===== config.mk =====
export PLATFORM = sky130hd
export DESIGN_NAME = except_ctrl
export DESIGN_NICKNAME = d
export VERILOG_FILES = /design/src/rtl/except_ctrl_pkg.sv /design/src/rtl/except_ctrl_int_sync.sv /design/src/rtl/except_ctrl.sv
export SDC_FILE = /design/constraint.sdc
export NUM_CORES = 1
export LEC_CHECK = 0
export ABC_AREA = 1
export CAP_MARGIN = 10
export CORE_MARGIN = 1.5
export CORE_UTILIZATION = 40
export DETAILED_ROUTE_END_ITERATION = 12
export PLACE_DENSITY = 0.77
export SLEW_MARGIN = 20
export SYNTH_ARGS = -nofsm -noshare
export SYNTH_HDL_FRONTEND = slang
export SYNTH_SLANG_ARGS = --single-unit

===== constraint.sdc =====
create_clock -name clk -period 7.2 [get_ports clk]
set_input_delay 2.16 -clock clk [delete_from_list [all_inputs] [get_ports clk]]
set_output_delay 2.16 -clock clk [all_outputs]
set_load 0.01 [all_outputs]

===== src/rtl/except_ctrl_pkg.sv =====
`default_nettype none
// ============================================================================
// Module      : except_ctrl_pkg
// Description : Exception encodings, cause codes and FSM states shared by
//               the exception controller.
// Revision    : 1.0 - initial release
// ============================================================================
package except_ctrl_pkg;

  // One-hot exception encodings handed to CP0
  localparam logic [31:0] ENCODE_NONE    = 32'h0000_0000;
  localparam logic [31:0] ENCODE_INT0    = 32'h0000_0001;
  localparam logic [31:0] ENCODE_INT1    = 32'h0000_0002;
  localparam logic [31:0] ENCODE_INT2    = 32'h0000_0004;
  localparam logic [31:0] ENCODE_INT3    = 32'h0000_0008;
  localparam logic [31:0] ENCODE_INT4    = 32'h0000_0010;
  localparam logic [31:0] ENCODE_INT5    = 32'h0000_0020;
  localparam logic [31:0] ENCODE_INT6    = 32'h0000_0040;
  localparam logic [31:0] ENCODE_INT7    = 32'h0000_0080;
  localparam logic [31:0] ENCODE_ADEL_IF = 32'h0000_0100;
  localparam logic [31:0] ENCODE_RI      = 32'h0000_0200;
  localparam logic [31:0] ENCODE_OV      = 32'h0000_0400;
  localparam logic [31:0] ENCODE_TR      = 32'h0000_0800;
  localparam logic [31:0] ENCODE_SYS     = 32'h0000_1000;
  localparam logic [31:0] ENCODE_BP      = 32'h0000_2000;
  localparam logic [31:0] ENCODE_ADEL_LD = 32'h0000_4000;
  localparam logic [31:0] ENCODE_ADES    = 32'h0000_8000;
  localparam logic [31:0] ENCODE_ERET    = 32'h0001_0000;

  // Cause.ExcCode values
  localparam logic [4:0] EXC_INT  = 5'd0;
  localparam logic [4:0] EXC_ADEL = 5'd4;
  localparam logic [4:0] EXC_ADES = 5'd5;
  localparam logic [4:0] EXC_SYS  = 5'd8;
  localparam logic [4:0] EXC_BP   = 5'd9;
  localparam logic [4:0] EXC_RI   = 5'd10;
  localparam logic [4:0] EXC_OV   = 5'd12;
  localparam logic [4:0] EXC_TR   = 5'd13;

  // Bit positions inside exc_flags_i; lower index means higher priority
  localparam int FLAG_ADEL_IF = 0;
  localparam int FLAG_RI      = 1;
  localparam int FLAG_OV      = 2;
  localparam int FLAG_TR      = 3;
  localparam int FLAG_SYS     = 4;
  localparam int FLAG_BP      = 5;
  localparam int FLAG_ADEL_LD = 6;
  localparam int FLAG_ADES    = 7;
  localparam int FLAG_ERET    = 8;
  localparam int NUM_FLAGS    = 9;

  typedef enum logic [0:0] {
    ST_IDLE  = 1'b0,
    ST_FLUSH = 1'b1
  } state_t;

endpackage
`default_nettype wire


===== src/rtl/except_ctrl_int_sync.sv =====
`default_nettype none
// ============================================================================
// Module      : int_sync
// Description : Two-flop synchroniser for the external interrupt lines.
// Revision    : 1.0 - initial release
// ============================================================================
module int_sync #(
  parameter int WIDTH = 8
) (
  input  logic             clk,
  input  logic             reset,
  input  logic [WIDTH-1:0] async_in,
  output logic [WIDTH-1:0] sync_out
);

  logic [WIDTH-1:0] stage1;

  always_ff @(posedge clk or posedge reset) begin
    if (reset) begin
      stage1   <= '0;
      sync_out <= '0;
    end else begin
      stage1   <= async_in;
      sync_out <= stage1;
    end
  end

endmodule
`default_nettype wire


===== src/rtl/except_ctrl.sv =====
`default_nettype none
// ============================================================================
// Module      : except_ctrl
// Description : Prioritises MEM-stage exceptions and interrupts, strobes CP0,
//               flushes the pipeline and redirects fetch.
// Revision    : 1.0 - initial release
// ============================================================================
module except_ctrl
  import except_ctrl_pkg::*;
#(
  parameter logic [31:0] EXC_VECTOR   = 32'hBFC0_0380,
  parameter int          FLUSH_CYCLES = 2
) (
  input  logic        clk,
  input  logic        reset,
  input  logic        valid_i,
  input  logic [8:0]  exc_flags_i,
  input  logic [31:0] inst_addr_i,
  input  logic        delay_slot_i,
  input  logic [31:0] status_i,
  input  logic [31:0] cause_i,
  input  logic [31:0] epc_i,
  input  logic [7:0]  int_i,
  input  logic        time_int_i,
  output logic [7:0]  int_sync_o,
  output logic [31:0] excepttype_o,
  output logic        except_handle_o,
  output logic [31:0] exc_addr_o,
  output logic        exc_bd_o,
  output logic        flush_o,
  output logic        redirect_valid_o,
  output logic [31:0] redirect_pc_o,
  output logic        busy_o
);

  localparam logic [2:0] CNT_LOAD = 3'(FLUSH_CYCLES - 1);

  state_t      state;
  logic [2:0]  cnt;
  logic [31:0] target;
  logic [7:0]  sync_q;
  logic [7:0]  irq_lines;
  logic        irq_pending;
  logic [31:0] winner;
  logic [31:0] next_target;
  logic        accept;
  logic        unused_bits;

  int_sync #(.WIDTH(8)) u_int_sync (
    .clk      (clk),
    .reset    (reset),
    .async_in (int_i),
    .sync_out (sync_q)
  );

  // The timer bypasses the synchroniser: it is already in the clk domain
  assign int_sync_o = {sync_q[7] | time_int_i, sync_q[6:0]};

  always_comb begin
    irq_lines   = cause_i[15:8] & status_i[15:8];
    irq_pending = status_i[0] & ~status_i[1] & (|irq_lines);
    winner      = ENCODE_NONE;
    if (irq_pending) begin
      // Ascending scan so the highest pending line overwrites lower ones
      for (int n = 0; n < 8; n++) begin
        if (irq_lines[n]) winner = ENCODE_INT0 << n;
      end
    end else begin
      for (int f = NUM_FLAGS - 1; f >= 0; f--) begin
        if (exc_flags_i[f]) winner = ENCODE_ADEL_IF << f;
      end
    end
  end

  assign next_target = (winner == ENCODE_ERET) ? epc_i : EXC_VECTOR;
  assign accept      = (state == ST_IDLE) && valid_i && (winner != ENCODE_NONE);
  assign busy_o      = (state != ST_IDLE);

  always_ff @(posedge clk or posedge reset) begin
    if (reset) begin
      state            <= ST_IDLE;
      cnt              <= '0;
      target           <= '0;
      excepttype_o     <= ENCODE_NONE;
      except_handle_o  <= 1'b0;
      exc_addr_o       <= '0;
      exc_bd_o         <= 1'b0;
      flush_o          <= 1'b0;
      redirect_valid_o <= 1'b0;
      redirect_pc_o    <= '0;
    end else begin
      case (state)
        ST_IDLE: begin
          if (accept) begin
            state           <= ST_FLUSH;
            cnt             <= CNT_LOAD;
            target          <= next_target;
            excepttype_o    <= winner;
            except_handle_o <= 1'b1;
            exc_addr_o      <= inst_addr_i;
            exc_bd_o        <= delay_slot_i;
            flush_o         <= 1'b1;
            if (FLUSH_CYCLES == 1) begin
              redirect_valid_o <= 1'b1;
              redirect_pc_o    <= next_target;
            end
          end
        end
        ST_FLUSH: begin
          except_handle_o <= 1'b0;
          excepttype_o    <= ENCODE_NONE;
          if (cnt == 3'd0) begin
            state            <= ST_IDLE;
            flush_o          <= 1'b0;
            redirect_valid_o <= 1'b0;
            redirect_pc_o    <= '0;
          end else begin
            cnt <= cnt - 3'd1;
            // Redirect lands in the last flush cycle
            if (cnt == 3'd1) begin
              redirect_valid_o <= 1'b1;
              redirect_pc_o    <= target;
            end
          end
        end
        default: state <= ST_IDLE;
      endcase
    end
  end

  assign unused_bits = ^{status_i[31:16], status_i[7:2], cause_i[31:16], cause_i[7:0]};

endmodule
`default_nettype wire

* Word level (Yosys, flattened, before mapping)
Cells that the tools add are included.
** Word-level totals
- Memories kept :: 0
- Latch bits :: 0
- Output and inout port bits :: 109
- Bits in read-only memories :: 0
- Memory bits (writable) :: 0
- Register bits :: 152
- Word-level logic and storage cells :: 69
** Cells by class
- Shift operators :: 0
- Add/sub/neg operators :: 1
- $lt $le $gt $ge :: 0
- $mul :: 0
- Divide/modulo/power cells :: 0
- Reductions and logical operators :: 10
- Bitwise operators :: 6
- Equality and inequality tests :: 5
- Muxes and demuxes :: 35
** Operators with widths (count)
- two-way mux 32 bit :: 20
- case mux 32 bit (2 select lines) :: 1
- equality test 32 x 17 -> 1 bit, second input constant :: 1
- nonzero test 32 bit :: 1
- two-way mux 17 bit :: 1
- AND 8 bit :: 1
- AND reduction 2 bit :: 4
- OR reduction 8 bit :: 1
- two-way mux 1 bit :: 7
- two-way mux 3 bit :: 2
- case mux 1 bit (2 select lines) :: 3
- case mux 3 bit (2 select lines) :: 1
- inequality test 2 bit, second input constant :: 2
- equality test 3 x 1 -> 1 bit, second input constant :: 1
- logical NOT 3 bit :: 1
- subtractor 3 x 1 -> 3 bit, second input constant :: 1
- AND 1 bit :: 2
- logical AND 1 bit :: 2
- inequality test 2 x 1 -> 1 bit, second input constant :: 1
- inverter 1 bit :: 2
- nonzero test 2 bit :: 1
- OR 1 bit :: 1

* Depth between registers and ports, before layout
- Depth after elaboration :: 14
- Mapped depth :: 14
- Gate-level depth less buffers :: 13

* Cells and area by module
From an unflattened synthesis, not the netlist that was laid out.
** Unflattened totals
- Cells, all modules :: 608
- Area total of the unflattened synthesis :: 5654.2 um^2
** Modules (own cells, without submodules)
- except_ctrl :: cells each 591, instances 1, area an instance 5250.0 um^2
- int_sync :: cells each 17, instances 1, area an instance 404.1 um^2

* Worst setup path before layout
No wires, ideal clock.
- Path type :: in2out
- Start :: input time_int_i
- End :: output int_sync_o[7]
- Slack :: 2.574 ns
- Buffers on the path :: 0
- Cell stages on the path :: 1
- Required time :: 5.040 ns
- Arrival time :: 2.466 ns
- Cells stage by stage :: or2_2
** Between the ends
- Cells in the longest elaborated chain, start to end :: 1
** RTL lines
- start: declaration :: RTL line except_ctrl.sv:24 : input logic time_int_i,
- OR 1 bit :: RTL line except_ctrl.sv:57 : assign int_sync_o = {sync_q[7] | time_int_i, sync_q[6:0]};
- end: declaration :: RTL line except_ctrl.sv:25 : output logic [7:0] int_sync_o,
No other way between the ends.

* Worst setup path after layout
Ends and elaborated chain as after synthesis.

==> impl_metrics.ini <==
[cts]
cts-buffers-inserted = 17
clk_latency_ps = 420
cts_setup_buffers = 0
clk_pin_slew_worst_paths_ps = 60
cts_resized = 0
clockRootBuffer = clkbuf_16
clock_sinks = 137
hold_buffers = 0
clockBufferDepth = 2
cts-htree-levels = 4
cts_tree = yes

[worst_setup_path]
cp_common_cell = clkdlybuf4s50_1
endpoint_kind = primary output
crit_path_top_delay_cell = clkdlybuf4s50_1
cpPeakStageDelay_ps = 490
r2r_end = exc_addr_o[16]
critPathArrivalTime_ps = 3350
r2r-start = busy_o
setup.worst_path.end = int_sync_o[7]
cp.required_ps = 5040
rrSetupSlack_ps = 4040
cp-start-kind = input pin
path_cells = clkdlybuf4s50_1 > or2_2 > clkdlybuf4s50_1
setup.worst_path.start = time_int_i
critPathKind = in2out
r2r.worst_path.cells = 8
path_max_fanout = 1

[finish]
final_nets = 977
final_common_cell = clkdlybuf4s50_1
drive_gt1_frac = 0.0730
final_cell_mix = clkdlybuf4s50_1, nand2_1, dfrtp_1
areaGrowthSynthToFinish_pct = 44.0
antennaDiodeCount = 0

[place]
hpwl_mm = 9.40
numPortBuffers = 197
place_congestion = 0.851
pre_cts_ws_ps = 1720

[pwr]
p_per_area_nw_per_um2 = 333
switchingPower_mw = 0.900
vdd_ir_drop_max_uv = 203
power_leakage_nw = 3.97
comb_power_share = 0.325
internal-power_mw = 1.87
seqPwrFrac = 0.373
clockPowerShare = 0.301
p_sw_frac = 0.324

[logic_synthesis]
netlist_instances = 641
post-synth-top-area-cell = dfrtp_1
syn_avg_cell_area_sq_um = 9.03
synth_top_cell_area_share = 0.593
synth_warnings = 0
synth.area.top_cells = dfrtp_1, nand2_1, inv_1
syn-cell-area_sq_um = 5790
synth.distinct_cells = 29
ys_seq_area_frac = 0.593
ys_seq_elements = 137

[routing]
ant_nets = 0
vias = 4763
initialDrtViolationCount = 254
routedWlPerCell_um = 13.6
routed_wl_mm = 13.8
vias_per_cell = 4.69
dr.pass1.iters = 4
remaining_drc_errors = 0

[global_route]
grt.overflow.total = 0
grt_pass1_wl_mm = 21.8
grt_antenna_before_repair = 0
gr-usage-all-layers = 0.188
grt_max_degree = 103
grt_pass1_vias = 4365

[floorplanning]
ios = 259
die_x_um = 123
die_area_sq_um = 15200
core_area_sq_um = 14000
start_util = 0.414
die_y_um = 123
num_rows = 43

[sta]
layout_setup_ws_ps = 1690
setup_tns_ps = 0
drv_slew = 0
fin_crit_sh = 0.765
fin_crit_ps = 5510
finClkSkew_ps = 9.58
finalHoldViolCount = 0
rsz0062_at_grt = no
worst_slew_pin_slew_ps = 1050
fin_hold_ws_ps = 347
setup_viol = 0
fmax_mhz = 182
max_slew_margin = 0.301

[outcome]
status = complete, no violations

[hold_path]
worstHoldPathType = reg2reg

[run]
max_cap_violations = 0
cells in the mapped netlist (all sizes together):
cell type	count
buf	39
a21oi	3
dfrtp	137
nor2	28
inv	80
nor4	1
nand3	52
conb	1
nor3b	3
o21ai	58
or2	2
nor3	3
clkbuf	12
nand2	198
o22ai	9
nand4	11
ha	3
xnor2	1
power groups by stage:
stage,Sequential (mW),Combinational [mW],Clock (mW)
2_1_floorplan,1.11,0.393,0
3_3_place_gp,1.04,0.895,0
3_5_place_dp,1.05,0.912,0
4_1_cts,1.04,0.916,0.854
5_1_grt,1.05,0.983,0.892
6_report,1.04,0.903,0.836
worst max-delay path: cells and delay by family:
| kind | cells | cell delay, ps |
|---|---|---|
| buffers and inverters | 2 | 890 |
| and+or+nand+nor | 1 | 300 |
registers in the layout, summed over array words and instances (netlist names):
register	flops
exc_addr_o	32
redirect_pc_o	32
flush_o	1
except_handle_o	1
u_int_sync.stage1	8
excepttype_o	17
u_int_sync.sync_out	8
target	32
exc_bd_o	1
busy_o	1
redirect_valid_o	1
cnt	3
worst min path at each step:
| stage | start | end | slack (ps) | depth (start not counted) |
|---|---|---|---|---|
| 2_1_floorplan | u_int_sync.stage1[0] | u_int_sync.sync_out[0] | 330 | 0 |
| 3_3_place_gp | u_int_sync.stage1[4] | u_int_sync.sync_out[4] | 330 | 0 |
| 3_5_place_dp | u_int_sync.stage1[2] | u_int_sync.sync_out[2] | 330 | 0 |
| 4_1_cts | u_int_sync.stage1[2] | u_int_sync.sync_out[2] | 350 | 0 |
| 5_1_grt | u_int_sync.stage1[6] | u_int_sync.sync_out[6] | 360 | 0 |
| 6_report | u_int_sync.stage1[2] | u_int_sync.sync_out[2] | 350 | 0 |
layer usage:
metal	track usage	share of wire	wire length (um)
met3	0.0517	0.058	809
met2	0.301	0.50	6970
met4	0.0855	0.019	269
met1	0.239	0.42	5790
met5	0	0	0
layout make-up:
| type | instances | area [sq um] |
|---|---|---|
| inverter | 80 | 305 |
| clock buffer | 19 | 443 |
| clock inverter | 12 | 125 |
| timing repair buffer | 201 | 2000 |
| multi-input combinational | 387 | 1800 |
| tap | 180 | 225 |
| fill | 1225 | 5660 |
| sequential | 137 | 3430 |
kinds of logic (layout without fill, tap and decap cells):
group                      count (synthesis)  count (layout)  synth area share
other                                      1              15          0.000648
DFF                                      137             137             0.593
xor gates and xnor gates                   1               1           0.00151
AOI/OAI and AO/OA                         70              70            0.0625
adders and majority gates                  3               3           0.00649
buffers and inverters                    131             312             0.106
and+or+nand+nor                          298             298             0.230
metrics by stage:
stage	utilization	power, mW	instances	cell area, sq um
6_report	0.595	2.77	1016	8330
5_1_grt	0.595	2.93	1016	8330
2_1_floorplan	-	1.50	655	5840
4_1_cts	0.595	2.81	1016	8330
3_5_place_dp	0.555	1.96	985	7760
3_3_place_gp	0.555	1.94	985	7760
(Power assumes the default switching activity.)
